`config.mk`:
```
export PLATFORM = sky130hd
export DESIGN_NAME = ctrl_desp
export DESIGN_NICKNAME = d
export VERILOG_FILES = /design/src/rtl/ctrl_desp.sv
export SDC_FILE = /design/constraint.sdc
export NUM_CORES = 1
export LEC_CHECK = 0
export CAP_MARGIN = 15
export CORE_ASPECT_RATIO = 1.4
export CORE_MARGIN = 4
export CORE_UTILIZATION = 40
export DETAILED_ROUTE_END_ITERATION = 6
export MAX_ROUTING_LAYER = met4
export PLACE_DENSITY = 0.72
export SLEW_MARGIN = 20
export SYNTH_ARGS = -nofsm -noshare
export SYNTH_HDL_FRONTEND = slang
export SYNTH_SLANG_ARGS = --single-unit
```
`constraint.sdc`:
```
create_clock -name CLK -period 1.45 [get_ports CLK]
set_input_delay 0.29 -clock CLK [delete_from_list [all_inputs] [get_ports CLK]]
set_output_delay 0.29 -clock CLK [all_outputs]
set_load 0.02 [all_outputs]
```
`src/rtl/ctrl_desp.sv`:
```
// ---------------------------------------------------------------------------
// ctrl_desp -- controller for an external 4-bit universal shift register that
// transmits one word serially and captures the word received on SER_IN.
//
// A transfer runs IDLE -> LOAD -> SHIFT (4 cycles) -> [PAR] -> CAPT -> IDLE.
// LOAD parallel-loads the register, SHIFT moves it four places (the register
// drives S_OUT while this block feeds S_IN from SER_IN), and CAPT copies the
// register contents into RX_WORD. DONE pulses in the IDLE cycle that follows.
//
// Optional feature: define CTRL_DESP_PARITY_EN to add a one-cycle PAR state in
// which SER_IN is sampled as an even-parity bit; PAR_ERR then reports the
// parity check of the captured word. Without the macro PAR_ERR is tied to 0.
//
// Ports
//   CLK       in   clock, all state changes on the rising edge
//   RST       in   asynchronous active-high reset
//   START     in   transfer request, only looked at in IDLE
//   DIN[3:0]  in   word to transmit, latched when START is accepted
//   DIR_CFG   in   shift direction latched at START (0 MSB first, 1 LSB first)
//   SER_IN    in   serial receive line
//   Q_IN[3:0] in   shift register parallel contents
//   ENB       out  shift register mode-load enable (always 1)
//   DIR       out  shift register direction
//   MODO[1:0] out  shift register mode (00 shift, 10 load, 11 hold)
//   D[3:0]    out  shift register parallel data (only non-zero in LOAD)
//   S_IN      out  shift register serial input (SER_IN during SHIFT)
//   BUSY      out  high whenever not IDLE
//   TX_VALID  out  S_OUT carries a valid transmitted bit this cycle
//   RX_WORD   out  last received word
//   DONE      out  one-cycle completion pulse
//   PAR_ERR   out  parity error of the last transfer, valid with DONE
// ---------------------------------------------------------------------------
module ctrl_desp (
   input  logic       CLK,
   input  logic       RST,
   input  logic       START,
   input  logic [3:0] DIN,
   input  logic       DIR_CFG,
   input  logic       SER_IN,
   input  logic [3:0] Q_IN,
   output logic       ENB,
   output logic       DIR,
   output logic [1:0] MODO,
   output logic [3:0] D,
   output logic       S_IN,
   output logic       BUSY,
   output logic       TX_VALID,
   output logic [3:0] RX_WORD,
   output logic       DONE,
   output logic       PAR_ERR
);

`ifdef CTRL_DESP_PARITY_EN
   typedef enum logic [2:0] {IDLE, LOAD, SHIFT, PAR, CAPT} state_t;
`else
   typedef enum logic [2:0] {IDLE, LOAD, SHIFT, CAPT} state_t;
`endif

   localparam logic [1:0] MODE_SHIFT = 2'b00;
   localparam logic [1:0] MODE_LOAD  = 2'b10;
   localparam logic [1:0] MODE_HOLD  = 2'b11;

   state_t     state_reg;
   logic [1:0] cnt_reg;
`ifdef CTRL_DESP_PARITY_EN
   logic       par_bit_reg;
`endif

   // The register is always enabled; MODO alone decides what it does.
   assign ENB  = 1'b1;
   // Serial receive path is a straight feed-through, gated to SHIFT so the
   // register sees a quiet 0 whenever it is not shifting.
   assign S_IN = (state_reg == SHIFT) ? SER_IN : 1'b0;

`ifndef CTRL_DESP_PARITY_EN
   assign PAR_ERR = 1'b0;
`endif

   always_ff @(posedge CLK or posedge RST) begin
      if (RST) begin
         state_reg   <= IDLE;
         cnt_reg     <= 2'd0;
         MODO        <= MODE_HOLD;
         DIR         <= 1'b0;
         D           <= 4'd0;
         BUSY        <= 1'b0;
         TX_VALID    <= 1'b0;
         RX_WORD     <= 4'd0;
         DONE        <= 1'b0;
`ifdef CTRL_DESP_PARITY_EN
         par_bit_reg <= 1'b0;
         PAR_ERR     <= 1'b0;
`endif
      end else begin
         DONE <= 1'b0;
         case (state_reg)
            IDLE: begin
               TX_VALID <= 1'b0;
               if (START) begin
                  // DIN goes straight into D and DIR_CFG into DIR: these
                  // registers are the latched copies for the whole transfer.
                  state_reg <= LOAD;
                  MODO      <= MODE_LOAD;
                  D         <= DIN;
                  DIR       <= DIR_CFG;
                  BUSY      <= 1'b1;
               end
            end
            LOAD: begin
               state_reg <= SHIFT;
               cnt_reg   <= 2'd0;
               MODO      <= MODE_SHIFT;
               D         <= 4'd0;
            end
            SHIFT: begin
               cnt_reg  <= cnt_reg + 2'd1;
               // S_OUT is registered in the shift register, so the bit moved
               // out by each shift appears one cycle later: cnt 1..3 and the
               // cycle after SHIFT carry the four transmitted bits.
               TX_VALID <= 1'b1;
               if (cnt_reg == 2'd3) begin
                  MODO <= MODE_HOLD;
`ifdef CTRL_DESP_PARITY_EN
                  state_reg <= PAR;
`else
                  state_reg <= CAPT;
`endif
               end
            end
`ifdef CTRL_DESP_PARITY_EN
            PAR: begin
               TX_VALID    <= 1'b0;
               par_bit_reg <= SER_IN;
               state_reg   <= CAPT;
            end
`endif
            CAPT: begin
               TX_VALID  <= 1'b0;
               RX_WORD   <= Q_IN;
`ifdef CTRL_DESP_PARITY_EN
               // Even parity: data bits plus parity bit must XOR to 0.
               PAR_ERR   <= (^Q_IN) ^ par_bit_reg;
`endif
               DONE      <= 1'b1;
               BUSY      <= 1'b0;
               DIR       <= 1'b0;
               state_reg <= IDLE;
            end
            default: begin
               state_reg <= IDLE;
               MODO      <= MODE_HOLD;
               BUSY      <= 1'b0;
               TX_VALID  <= 1'b0;
            end
         endcase
      end
   end

endmodule

```
==> summary.md <==
| Metric | Value |
|---|---|
| Maximum fanout along the worst path | 2 |
| CP max stage cell | dfrtp_1 |
| Combinational share of power | 0.623 |
| ANT cells | 0 |
| Critical Path End Type | output pin |
| DP Area | 1259 um2 |
| Iter 0 DRT Violations | 6 |
| Area Growth Syn to Fin | 44.58% |
| Regs by FF count | D: 4 flops, RX_WORD: 4 flops |
| Fillers | 190 |
| Pwr per Cell Area | 2220 nW/um2 |
| Overall die area | 3119 um2 |
| Sequential area share after synthesis | 0.4966 |
| Grt ovf | 0 |
| CP arrival | 1.16 ns |
| Static Leak | 0.0006452 uW |
| Die Width | 48.36 um |
| CTS sink count | 18 |
| CTS root buffer | clkbuf_4 |
| WS Path Type | reg2out |
| DPL Wire Length | 1.550 mm |
| Critical Path Start Type | register |
| Max VDD drop | 1118 uV |
| Via Count | 701 |
| Final Cell Area | 1319 um2 |
| CTS tree | built |
| Placer Congestion | 0.8340 |
| Clock Power Share | 0.086 |
| Drt pass-1 iters | 4 |
| DRT antenna net count | 0 |
| Count of final hold-check violations | 0 |
| Syn Nets | 98 |
| P_int | 1786 uW |
| Final Worst Setup Slack | -0.0002135 ns |
| Gr usage total | 0.1322 |
| Flop pwr share | 0.291 |
| # rows | 20 |
| Nets | 139 |
| Final critical path time including I/O delays and setup | 1.450 ns |
| RSZ-0062 raised after global routing | yes |
| Critical path data required time | 1.16 ns |
| Initial Util | 0.4190 |
| Max-slew violation count | 0 |
| FFs w/ async S/R, synth | 1.000 |
| Core area | 2177 um2 |
| Max Freq | 689.6 MHz |
| Status | finished, violations left |
| I/O Buffers | 27 |
| Synth cell types | 28 |
| WL per Instance | 14.06 um |
| Number of flops mapped to enable cells by yosys | 0 |
| Synth warn | 0 |
| CTS Buf Count | 3 |
| Synthesized area per cell | 11.55 um2 |
| DRC Markers | 0 |
| First-pass GRT wire length | 3.167 mm |
| Max Root-Sink Buffers | 2 |
| Layout cells sized above 1 | 0.3277 |
| Final setup vio count | 1 |
| Worst-Skew Late Latency | 0.29 ns |
| Htree depth | 1 |
| Largest net degree at the start of global routing | 14 |
| Post-Syn Area | 912.1 um2 |
| DRT Wirelength | 1.982 mm |
| Synthesized flop and latch total | 18 |
| Failing checks | negative setup slack |
| Switching pwr | 1141 uW |
| # IOs | 30 |
| Skew final | 0.0007890 ns |
| Number of global-route vias before repair | 715 |
| Vias/cell | 4.972 |
| Worst-path clk slew | 0.10 ns |
| Mapped Cells | 79 |
| Type of the tightest min-delay check | in2async |
| Net switching fraction of the power | 0.3898 |
| Max stage delay on crit path | 0.40 ns |
| Tot Pwr | 2927 uW |
| Hold buffers post-CTS | 0 |
| Final period util | 1.000 |
| Max Cap Viol | 0 |
| Initial antenna violation count | 0 |
| Dominant synthesized flop cell | dfrtp_1 |
| Crit path cell chain | inv_2, ha_2, and2_4, buf_6 |
| DIE HEIGHT | 64.50 um |
critical path, delay by kind of cell (launching register included):
| family | cells | cell delay (ns) |
|---|---|---|
| flops | 1 | 0.40 |
| buf+inv | 2 | 0.17 |
| fa+ha+maj | 1 | 0.17 |
| simple gates | 1 | 0.13 |
per-layer routing:
| metal | vias to the layer above | wire, um | global-route usage |
|---|---|---|---|
| met4 | 0 | 31 | 0.06228 |
| li1 | 340 | - | - |
| met1 | 342 | 758 | 0.1345 |
| met3 | 4 | 69 | 0.02989 |
| met5 | - | 0 | - |
| met2 | 15 | 1123 | 0.2353 |
cell usage after synthesis (2+ instances only):
master,n,area [um2]
ha_1,6,75.07
dfrtp_1,16,400.4
nor2b_1,5,31.28
o21ai_0,2,10.01
conb_1,2,7.510
dfstp_2,2,52.55
mux2_4,2,30.03
inv_1,7,26.28
nand2_1,5,18.77
o21ai_1,4,20.02
buf_4,2,15.01
mux2_2,5,56.30
o22a_1,2,17.52
a31oi_1,4,25.02
nand3_1,2,10.01
layout by cell type, fill, tap and decap left out, types with 2 or more instances in the layout:
cell type and n:
a31oi_1 4, buf_4 12, buf_6 3, clkbuf_4 3, clkdlybuf4s50_1 12, conb_1 2
dfrtp_1 16, dfstp_2 2, dlygate4sd2_1 12, ha_1 3, ha_4 2, inv_1 5
inv_2 2, mux2_2 5, mux2_4 2, nand2_1 5, nand3_1 2, nor2b_1 5
o21ai_0 2, o21ai_1 4, o22a_1 2
final cells by class:
cell class,count,area (um2),area share
Clock buffer,4,26.28,0.01992
Timing Repair Buffer,41,364.1,0.2761
Sequential cell,18,452.9,0.3435
Tap cell,22,27.53,0.02087
Inverter,8,32.53,0.02467
Multi-Input combinational cell,48,415.4,0.3150
timing repair:
action / CTS / global route
pin swaps: 2 / 1
buffers inserted: 1 / 1
setup endpoints to repair: 18 / 6
resized for setup: 24 / 9
power by group through the flow:
stage	Clock (uW)	Sequential (uW)	Combinational [uW]
global placement	0	852	1730
finish	252	851	1820
floorplan	0	1080	849
global route	283	886	1960
CTS	263	848	1760
detailed placement	0	866	1780
path summary, 6_finish.rpt:
| check | end | start | cells past startpoint | slack [ns] |
|---|---|---|---|---|
| worst max-delay path | S_IN | state_reg[0] | 4 | -0.0002 |
| worst min-delay path | D[3] | RST | 2 | 0.25 |
| worst max register to register | MODO[0] | state_reg[1] | 6 | 0.01 |
| worst min register to register | MODO[1] | MODO[1] | 2 | 0.48 |
| max in group asynchronous | RX_WORD[1] | RST | 3 | 0.74 |
| min in group CLK | MODO[1] | MODO[1] | 2 | 0.48 |
kinds of logic after synthesis:
kind of cell | Yosys count | synth area share
and+or+nand+nor | 16 | 0.1001
buffers and inverters | 13 | 0.08092
other | 2 | 0.008234
AOI/OAI and AO/OA | 16 | 0.1262
DFF | 18 | 0.4966
adders and majority gates | 6 | 0.08230
muxes | 8 | 0.1056
per-stage QoR:
step / TNS (ns) / utilization / setup WS [ns] / hold slack (ns) / std cells
2_1_floorplan: 0 / - / 0.01391 / 0.2271 / 79
3_3_place_gp: -0.4394 / 0.5782 / -0.2843 / 0.4577 / 135
3_5_place_dp: -0.4969 / 0.5782 / -0.2847 / 0.4648 / 135
4_1_cts: -0.02070 / 0.5948 / -0.02070 / 0.2600 / 140
5_1_grt: -0.1871 / 0.6057 / -0.08327 / 0.2643 / 141
6_report: -0.0002135 / 0.6057 / -0.0002135 / 0.2528 / 141
Note: power is estimated with default switching activity, not from simulation.
